<file path="src/rtl/noc_flit_pkg.sv">
`default_nettype none
// ============================================================================
// Module   : noc_flit_pkg
// Brief    : Router flit layout constants, NI FSM state type and header packer.
// Revision : 1.0 - initial release
// ============================================================================
package noc_flit_pkg;

    localparam int FLIT_W         = 64;
    localparam int MCAST_FLAG_BIT = 31;
    localparam int MCAST_MASK_LSB = 26;

    localparam int c_mask_w      = 5;
    localparam int c_coord_w     = 8;
    localparam int c_payload_w   = 32;
    localparam int c_payload_lsb = 32;
    localparam int c_row_lsb     = 8;
    localparam int c_col_lsb     = 0;

    localparam int c_port_n = 0;
    localparam int c_port_e = 1;
    localparam int c_port_s = 2;
    localparam int c_port_w = 3;
    localparam int c_port_l = 4;

    typedef enum logic [1:0] {
        ST_IDLE = 2'd0,
        ST_SEND = 2'd1,
        ST_DROP = 2'd2
    } ni_state_t;

    // Unicast flits carry row/col and a zero mask; multicast flits the reverse.
    function automatic logic [FLIT_W-1:0] pack_flit(
        input logic [c_payload_w-1:0] payload,
        input logic                   mcast,
        input logic [c_mask_w-1:0]    mask,
        input logic [c_coord_w-1:0]   row,
        input logic [c_coord_w-1:0]   col,
        input logic [5:0]             flag_bit,
        input logic [5:0]             mask_lsb
    );
        logic [FLIT_W-1:0] f;
        f = '0;
        f[c_payload_lsb +: c_payload_w] = payload;
        if (mcast) begin
            f[flag_bit]               = 1'b1;
            f[mask_lsb +: c_mask_w]   = mask;
        end else begin
            f[c_row_lsb +: c_coord_w] = row;
            f[c_col_lsb +: c_coord_w] = col;
        end
        return f;
    endfunction

endpackage
`default_nettype wire

</file>
<file path="src/rtl/flit_out_reg.sv">
`default_nettype none
// ============================================================================
// Module   : flit_out_reg
// Brief    : One-entry valid/ready output register, stable under backpressure.
// Revision : 1.0 - initial release
// ============================================================================
module flit_out_reg #(
    parameter int WIDTH = 64
) (
    input  logic             clk,
    input  logic             rst,
    input  logic             i_load,
    input  logic [WIDTH-1:0] i_data,
    input  logic             i_ready,
    output logic             o_free,
    output logic [WIDTH-1:0] o_data,
    output logic             o_valid
);

    logic [WIDTH-1:0] r_data;
    logic             r_valid;

    // Slot can take a new word when empty or when the current one leaves now.
    assign o_free  = !r_valid || i_ready;
    assign o_data  = r_data;
    assign o_valid = r_valid;

    always_ff @(posedge clk) begin
        if (rst) begin
            r_data  <= '0;
            r_valid <= 1'b0;
        end else if (i_load) begin
            r_data  <= i_data;
            r_valid <= 1'b1;
        end else if (i_ready) begin
            r_valid <= 1'b0;
        end
    end

endmodule
`default_nettype wire

</file>
<file path="src/rtl/ni_inject_packer.sv">
`default_nettype none
// ============================================================================
// Module   : ni_inject_packer
// Brief    : NI injection stage: descriptor + payload words -> router flits,
//            with illegal-descriptor filtering and injection statistics.
// Revision : 1.0 - initial release
// ============================================================================
module ni_inject_packer #(
    parameter int FLIT_W         = 64,
    parameter int LEN_W          = 4,
    parameter int CNT_W          = 32,
    parameter int MCAST_FLAG_BIT = 31,
    parameter int MCAST_MASK_LSB = 26
) (
    input  logic              clk,
    input  logic              rst,
    input  logic              req_valid,
    output logic              req_ready,
    input  logic              req_mcast,
    input  logic [4:0]        req_mask,
    input  logic [7:0]        req_row,
    input  logic [7:0]        req_col,
    input  logic [LEN_W-1:0]  req_len,
    input  logic              pld_valid,
    output logic              pld_ready,
    input  logic [31:0]       pld_data,
    output logic [FLIT_W-1:0] ni_flit_out,
    output logic              ni_valid_out,
    input  logic              ni_ready_in,
    output logic [CNT_W-1:0]  cnt_flits,
    output logic [CNT_W-1:0]  cnt_mcast,
    output logic [CNT_W-1:0]  cnt_drops
);

    import noc_flit_pkg::*;

    localparam logic [CNT_W-1:0] c_cnt_one = {{(CNT_W-1){1'b0}}, 1'b1};
    localparam logic [LEN_W-1:0] c_len_one = {{(LEN_W-1){1'b0}}, 1'b1};
    localparam logic [5:0]       c_flag_bit = 6'(MCAST_FLAG_BIT);
    localparam logic [5:0]       c_mask_lsb = 6'(MCAST_MASK_LSB);

    ni_state_t        r_state;
    logic             r_mcast;
    logic [4:0]       r_mask;
    logic [7:0]       r_row;
    logic [7:0]       r_col;
    logic [LEN_W-1:0] r_remaining;
    logic [CNT_W-1:0] r_cnt_flits;
    logic [CNT_W-1:0] r_cnt_mcast;
    logic [CNT_W-1:0] r_cnt_drops;

    logic              w_slot_free;
    logic              w_pld_ready;
    logic              w_req_fire;
    logic              w_pld_fire;
    logic              w_load;
    logic              w_xfer;
    logic              w_drop;
    logic [FLIT_W-1:0] w_flit;

    always_comb begin
        w_pld_ready = 1'b0;
        case (r_state)
            ST_SEND: w_pld_ready = w_slot_free;
            ST_DROP: w_pld_ready = 1'b1;
            default: w_pld_ready = 1'b0;
        endcase
    end

    // Handshakes are masked during reset so nothing is consumed in that cycle.
    assign req_ready  = !rst && (r_state == ST_IDLE);
    assign pld_ready  = !rst && w_pld_ready;
    assign w_req_fire = req_valid && req_ready;
    assign w_pld_fire = pld_valid && pld_ready;
    assign w_load     = w_pld_fire && (r_state == ST_SEND);
    assign w_xfer     = ni_valid_out && ni_ready_in;
    assign w_drop     = w_req_fire &&
                        ((req_len == '0) || (req_mcast && (req_mask == '0)));
    assign w_flit     = FLIT_W'(pack_flit(pld_data, r_mcast, r_mask, r_row, r_col,
                                          c_flag_bit, c_mask_lsb));

    always_ff @(posedge clk) begin
        if (rst) begin
            r_state     <= ST_IDLE;
            r_mcast     <= 1'b0;
            r_mask      <= '0;
            r_row       <= '0;
            r_col       <= '0;
            r_remaining <= '0;
        end else begin
            case (r_state)
                ST_IDLE: begin
                    if (w_req_fire) begin
                        r_mcast     <= req_mcast;
                        r_mask      <= req_mask;
                        r_row       <= req_row;
                        r_col       <= req_col;
                        r_remaining <= req_len;
                        if (req_len == '0)
                            r_state <= ST_IDLE;
                        else if (req_mcast && (req_mask == '0))
                            r_state <= ST_DROP;
                        else
                            r_state <= ST_SEND;
                    end
                end
                ST_SEND, ST_DROP: begin
                    if (w_pld_fire) begin
                        r_remaining <= r_remaining - c_len_one;
                        if (r_remaining == c_len_one)
                            r_state <= ST_IDLE;
                    end
                end
                default: r_state <= ST_IDLE;
            endcase
        end
    end

    always_ff @(posedge clk) begin
        if (rst) begin
            r_cnt_flits <= '0;
            r_cnt_mcast <= '0;
            r_cnt_drops <= '0;
        end else begin
            if (w_xfer)
                r_cnt_flits <= r_cnt_flits + c_cnt_one;
            if (w_xfer && ni_flit_out[MCAST_FLAG_BIT])
                r_cnt_mcast <= r_cnt_mcast + c_cnt_one;
            if (w_drop)
                r_cnt_drops <= r_cnt_drops + c_cnt_one;
        end
    end

    assign cnt_flits = r_cnt_flits;
    assign cnt_mcast = r_cnt_mcast;
    assign cnt_drops = r_cnt_drops;

    flit_out_reg #(
        .WIDTH (FLIT_W)
    ) u_out_reg (
        .clk     (clk),
        .rst     (rst),
        .i_load  (w_load),
        .i_data  (w_flit),
        .i_ready (ni_ready_in),
        .o_free  (w_slot_free),
        .o_data  (ni_flit_out),
        .o_valid (ni_valid_out)
    );

endmodule
`default_nettype wire
</file>
<file path="config.mk">
export PLATFORM = sky130hd
export DESIGN_NAME = ni_inject_packer
export DESIGN_NICKNAME = d
export VERILOG_FILES = /design/src/rtl/noc_flit_pkg.sv /design/src/rtl/flit_out_reg.sv /design/src/rtl/ni_inject_packer.sv
export SDC_FILE = /design/constraint.sdc
export NUM_CORES = 1
export LEC_CHECK = 0
export CAP_MARGIN = 30
export CORE_UTILIZATION = 48
export DETAILED_ROUTE_END_ITERATION = 10
export HOLD_SLACK_MARGIN = 0.06
export PLACE_DENSITY = 0.8
export REMOVE_ABC_BUFFERS = 1
export SETUP_SLACK_MARGIN = 0.5
export SLEW_MARGIN = 10
export SYNTH_ARGS = -nofsm -noshare
export SYNTH_HDL_FRONTEND = slang
export SYNTH_SLANG_ARGS = --single-unit
</file>
<file path="constraint.sdc">
create_clock -name clk -period 3 [get_ports clk]
set_clock_uncertainty 0.1 [all_clocks]
set_input_delay 0.3 -clock clk [delete_from_list [all_inputs] [get_ports clk]]
set_output_delay 0.3 -clock clk [all_outputs]
set_load 0.01 [all_outputs]
</file>
==> summary.txt, run 1 <==
Status
  – Status: complete, no violations

Detailed routing
  – Vias: 7999
  – Via/cell ratio: 5.69
  – # DRC: 0
  – Drt total wl: 21.7 mm
  – Routed Antenna Nets: 0
  – DR pass1 iterations: 5
  – WL per Instance: 15.4 um
  – DR iter-0 viols: 428

Synthesis
  – Distinct cell type count after synthesis: 51
  – Sequential area share after synthesis: 43.9%
  – Area contributors post-synth: dfxtp_1 44%, nand2_1 7.6%, a21oi_1 6.4%
  – Average size of a mapped cell: 8.24 sq um
  – Async SR Flop Fraction: 0%
  – Synthesized cell area: 8150 sq um
  – Synth Instances: 989
  – Main synth FF type: dfxtp_1
  – Post-synth EDFFs: 0
  – Synth Warn #: 0
  – Area leader, netlist: dfxtp_1
  – Yosys reg bits: 179
  – Synth top area share: 43.9%

Place
  – Final GP Congestion: 0.811
  – Dpl cell area: 10400 sq um
  – Buffers on Ports: 215
  – DP Cell Count: 1368
  – Post-detail-place hpwl: 14.5 mm

STA
  – Endpoints failing setup: 0
  – Tcrit/Tclk final: 79.2%
  – Max frequency: 0.421 GHz
  – Sum of negative setup slack: 0 ns
  – Rel. slew slack: 49.7%
  – Final Slew Violations: 0
  – WHS: 0.271 ns
  – RSZ-0062 raised after global routing: no
  – Final Hold Viols: 0
  – Minimum clock period: 2.38 ns
  – Slew @ Worst Pin: 0.753 ns

Global routing
  – First-pass GRT wire length: 35.8 mm
  – Antenna violations before repair: 0
  – Largest net degree at the start of global routing: 133
  – Vias in the first global route: 7241
  – GR Overflow Total: 0
  – Total track usage: 24.7%

Worst setup path
  – Crit path DAT: 2.59 ns
  – CP startpoint kind: input pin
  – Worst setup EP type: register
  – Crit Path Class: input pin to register
  – Crit-path max FO: 33
  – WP data required: 3.22 ns

Layout
  – Non-filler cells, final: 1405
  – Ant diodes: 0
  – Design Area, Final: 11000 sq um
  – Fillers: 1429
  – Share of cells above drive strength 1: 7.00%
  – Nets: 1243
  – Footprint of the multi-input gates: 4220 sq um
  – Storage element area: 3580 sq um
  – Syn-to-layout area delta: 35.4%

Power and ir drop
  – Psw: 0.00146 W
  – Register share of total power: 48.0%
  – Sw frac: 27.5%
  – P_int: 0.00384 W
  – Gate power share: 12.4%
  – Leak: 3.69 nW
  – Pwr Total: 0.00530 W
  – Clk pwr share: 39.5%
  – Max IR drop VDD: 0.450 mV
  – P per Cell Area: 480 nW/um^2

Clock network
  – CTS clk-pin slew, worst paths: 0.08 ns
  – Root buffer cell: clkbuf_16
  – Clock Path Buffers: 2
  – Num CTS Buffers: 17
  – CTS tree: built
  – Worst-skew pair later-pin latency: 0.43 ns
  – Clock sinks: 179
  – CTS Hold Bufs: 0
  – H-tree depth: 4

Floorplan
  – Die Wd: 132 um
  – Die H: 132 um
  – Total core area: 16600 sq um
  – Row count: 47
  – Starting Density: 49.2%
  – Die area: 17500 sq um
  – IO Pins: 226

Job
  – Max_cap viols: 0

Worst hold path
  – Worst hold path class: input pin to register
==> cell usage after synthesis, drive strengths merged, types with 2 or more instances <==
library cell  count
a21oi           104
a32o              2
and2              3
and3              7
and4             20
buf              28
clkbuf           51
dfxtp           179
ha                8
inv              14
mux2             21
mux2i             2
nand2           166
nand2b            2
nand3            66
nand3b           19
nand4            37
nor2             53
nor2b            25
nor3              3
nor4             30
nor4b             3
o21a              5
o21ai            16
o31a              4
o31ai            32
o41ai             2
or2               2
or3              14
or4              34
xnor2             9
xor2             15
==> worst max-delay path, stage by stage <==
cell	delay [ns]
clkdlybuf4s50_1	0.44
nor4_2	0.60
a31oi_4	0.23
buf_16	0.27
nor4b_1	0.36
mux2_2	0.38
==> flip-flops by register name (all words and copies together), names as in the netlist <==
name and cells:
u_out_reg.o_data 54, cnt_mcast 32, cnt_flits 32, r_col 8, r_remaining 4, r_mask 5
r_state 2, u_out_reg.o_valid 1, cnt_drops 32, r_mcast 1, r_row 8
==> path summary, 6_finish.rpt <==
check                                   start                               end  slack [ns]  depth (start not counted)
max                                req_len[2]        cnt_drops[22]$_SDFFE_PP0P_        0.62                          6
max reg2reg    u_out_reg.o_valid$_SDFFE_PP0P_        cnt_mcast[27]$_SDFFE_PP0P_        0.67                          4
min                                       rst       r_remaining[0]$_SDFFE_PP0P_        0.27                          2
min reg2reg  u_out_reg.o_data[3]$_SDFFE_PP0P_  u_out_reg.o_data[3]$_SDFFE_PP0P_        0.35                          2
==> kinds of logic after synthesis <==
| family | after synthesis | synth area share [%] |
|---|---|---|
| muxes | 23 | 3.15 |
| AOI/OAI and AO/OA | 173 | 12.5 |
| and+or+nand+nor | 488 | 31.5 |
| other | 1 | 0.0460 |
| DFF | 179 | 43.9 |
| xor gates and xnor gates | 24 | 2.58 |
| buffers and inverters | 93 | 5.06 |
| adders and majority gates | 8 | 1.23 |
==> final cells by class <==
class	instances	share of cell area (%)
clock buffers	17	3.85
clock inverters	15	1.19
inverters	14	0.476
multi-input cells	726	38.3
flip-flops and latches	179	32.5
well taps	220	2.49
repair buffers	234	21.3
==> cell usage in the layout (no fill, tap or decap), types with 20 or more instances in the layout <==
cell,instances
nand4_1,36
nor4_1,29
nand2_1,166
o31ai_1,32
dfxtp_1,179
or4_1,34
a21oi_1,104
nand3_1,66
nor2b_1,24
mux2_2,20
nor2_1,53
clkdlybuf4s50_1,213
==> timing repair <==
action                                 4_1_cts  5_1_grt
endpoints found under the hold margin        0        0
setup endpoints to repair                   10       35
resized for setup                            3        3
pin swaps                                    0        2
setup buffers                                0        5
==> power by group through the flow <==
| stage | logic, W | registers, W | clock network [W] |
|---|---|---|---|
| after floorplan | 0.000346 | 0.00258 | 0 |
| after global placement | 0.000626 | 0.00259 | 0 |
| after detailed placement | 0.000642 | 0.00260 | 0 |
| after CTS | 0.000647 | 0.00254 | 0.00213 |
| after global routing | 0.000730 | 0.00256 | 0.00225 |
| final | 0.000658 | 0.00255 | 0.00209 |
==> routing by layer <==
layer  part of all wire [%]  GRT usage, %
met4                    2.7          10.2
met5                      0             0
met1                     43          30.3
met2                     49          42.2
met3                    5.1          4.96
==> stage by stage <==
stage               setup slack [ns]  utilization, %
floorplan                     0.0439               -
global placement             -0.0208            62.6
detailed placement           -0.0298            62.9
CTS                            0.512            66.3
global route                   0.498            66.6
finish                         0.624            66.6
Power figures use the tool's default switching activity.
==> inputs of run 2 (changes only) <==
--- a/config.mk
+++ b/config.mk
@@ -6,10 +6,10 @@
 export NUM_CORES = 1
 export LEC_CHECK = 0
 export CAP_MARGIN = 30
-export CORE_UTILIZATION = 48
+export CORE_UTILIZATION = 44
 export DETAILED_ROUTE_END_ITERATION = 10
 export HOLD_SLACK_MARGIN = 0.06
-export PLACE_DENSITY = 0.8
+export PLACE_DENSITY = 0.77
 export REMOVE_ABC_BUFFERS = 1
 export SETUP_SLACK_MARGIN = 0.5
 export SLEW_MARGIN = 10
==> constraint.sdc (replaced) <==
create_clock -name clk -period 2.15 [get_ports clk]
set_clock_uncertainty 0.1 [all_clocks]
set_input_delay 0.215 -clock clk [delete_from_list [all_inputs] [get_ports clk]]
set_output_delay 0.215 -clock clk [all_outputs]
set_load 0.01 [all_outputs]
==> summary.txt, run 2 (same netlist as run 1, synthesis figures left out) <==
Detailed routing
  – DR iter-0 viols: 510
  – Via/cell ratio: 5.95
  – Drt total wl: 31.5 mm
  – WL per Instance: 20.0 um
  – Vias: 9401
  – DR pass1 iterations: 8
  – # DRC: 24
  – Routed Antenna Nets: 0

Worst setup path
  – Worst setup EP type: register
  – CP max stage cell: mux2_2
  – Critical Path Max Stage Delay: 0.39 ns
  – R2R depth: 7
  – Worst reg2reg endpoint: cnt_drops[25]$_SDFFE_PP0P_
  – Crit Path Class: register to register
  – Crit path DAT: 2.27 ns
  – Flop2flop setup slack: 0.10 ns
  – WP data required: 2.38 ns
  – Cell Chain, Critical Path: inv_4, ha_4, and3b_2, nand4_1, buf_4, nor4_1, mux2_2
  – CP startpoint kind: register
  – Crit-path max FO: 4
  – Reg-to-Reg Start: r_state[1]$_SDFFE_PP0P_

Layout
  – Max reg flops: 54
  – Commonest non-fill, non-tap cell in the layout: buf_4
  – Most frequent cells in the layout: 120 x buf_4, 111 x nand2_1, 110 x dfxtp_1
  – Nets: 1408
  – Non-filler cells, final: 1579
  – Ant diodes: 0
  – Syn-to-layout area delta: 79.8%
  – Share of cells above drive strength 1: 40.4%
  – Finished Core Util: 81.1%
  – Design Area, Final: 14700 sq um

Place
  – Final GP Congestion: 0.841
  – Dpl cell area: 11000 sq um
  – Buffers on Ports: 215
  – DP Worst Slack: -0.210 ns
  – DP Cell Count: 1454
  – Post-detail-place hpwl: 15.8 mm

STA
  – Tcrit/Tclk final: 95.2%
  – Final Hold Viols: 0
  – Endpoints failing setup: 0
  – Fin worst setup slack: 0.104 ns
  – Sum of negative setup slack: 0 ns
  – Final Slew Violations: 0
  – Minimum clock period: 2.05 ns
  – Max frequency: 0.489 GHz
  – Slew @ Worst Pin: 0.508 ns
  – Rel. slew slack: 66.2%
  – RSZ-0062 raised after global routing: yes

Status
  – Failing checks: DRC
  – Status: finished with violations

Floorplan
  – Starting Density: 45.1%
  – Die area: 19100 sq um
  – Die Wd: 138 um
  – Die H: 138 um
  – IO Pins: 226
  – Row count: 49
  – Total core area: 18100 sq um

Job
  – Max_cap viols: 0

Power and ir drop
  – P per Cell Area: 561 nW/um^2
  – Max IR drop VDD: 0.636 mV
  – Leak: 7.51 nW

Global routing
  – Vias in the first global route: 8553
  – Largest net degree at the start of global routing: 65
  – Antenna violations before repair: 0
  – First-pass GRT wire length: 43.0 mm
  – GR Overflow Total: 0
  – Total track usage: 27.5%

Clock network
  – CTS clk-pin slew, worst paths: 0.08 ns
  – CTS tree: built
  – Worst-skew pair later-pin latency: 0.44 ns
  – Root buffer cell: clkbuf_16
  – Clock Path Buffers: 2
  – H-tree depth: 4
  – Clock sinks: 179
  – Num CTS Buffers: 17

Worst hold path
  – Worst hold path class: input pin to register
  – Hold Path End: cnt_drops[13]$_SDFFE_PP0P_
  – HP Start: rst
  – Worst hold stages: 3
run 2: cell types whose count changed in the layout (fill, tap and decap cells not counted), sizes merged, moves of 6 or more:
| cell | previous run | this run |
|---|---|---|
| clkinvlp | 7 | 1 |
| clkdlybuf4s50 | 213 | 54 |
| buf | 20 | 173 |
| dlymetal6s2s | 0 | 109 |
| clkbuf | 17 | 25 |
| dlygate4sd2 | 1 | 49 |
run 2: worst max-delay path, delay by kind of cell (launching register included):
family                   cells  cell delay [ns]
multiplexers                 1             0.39
adder cells (fa/ha/maj)      1             0.13
flip-flops                   1             0.37
AND/OR/NAND/NOR              3             0.68
buffers and inverters        2             0.26
run 2: routing by layer:
layer / vias up / global-route usage, % / wire length, um
met5: - / 0 / 0
met4: 0 / 11.5 / 1250
met3: 99 / 5.96 / 1800
met2: 438 / 47.8 / 16000
met1: 4610 / 33.0 / 12500
li1: 4254 / - / -
run 2: through the flow:
stage,total power [W],hold WS (ns)
3_5_place_dp,0.00460,0.344
6_report,0.00823,0.131
2_1_floorplan,0.00409,0.184
3_3_place_gp,0.00458,0.338
5_1_grt,0.00853,0.135
4_1_cts,0.00800,0.107
run 2: report_power, final:
group | leakage (nW) | switching, W | internal (W)
clock network | 0.297 | 0.00158 | 0.00168
registers | 1.48 | 0.000112 | 0.00344
logic | 5.73 | 0.000712 | 0.000698
total | 7.51 | 0.00240 | 0.00582
run 2: worst max-delay path by stage:
stage | startpoint | to | slack [ns] | cells past startpoint
floorplan | req_mcast | cnt_drops[18]$_SDFFE_PP0P_ | -0.72 | 3
global placement | ni_ready_in | pld_ready | -0.18 | 5
detailed placement | ni_ready_in | u_out_reg.o_data[36]$_SDFFE_PP0P_ | -0.21 | 8
CTS | r_state[0]$_SDFFE_PP0P_ | pld_ready | 0.18 | 5
global route | r_state[1]$_SDFFE_PP0P_ | cnt_drops[25]$_SDFFE_PP0P_ | -0.01 | 7
finish | r_state[1]$_SDFFE_PP0P_ | cnt_drops[25]$_SDFFE_PP0P_ | 0.10 | 7
run 2: cell type report:
cell class / instances / area [sq um]
multi-input cells: 727 / 5720
repair buffers: 398 / 4290
flip-flops and latches: 179 / 3690
fillers: 1045 / 3420
clock buffers: 17 / 425
well taps: 229 / 287
clock inverters: 15 / 194
inverters: 14 / 57.6
run 2: timing repair:
action / 4_1_cts / 5_1_grt
endpoints found under the setup margin: 273 / 247
buffers inserted: 35 / 34
gates cloned: 12 / 10
hold buffers: 2 / 0
pin swaps: 92 / 140
gates resized for setup: 237 / 401
endpoints found under the hold margin: 4 / 0
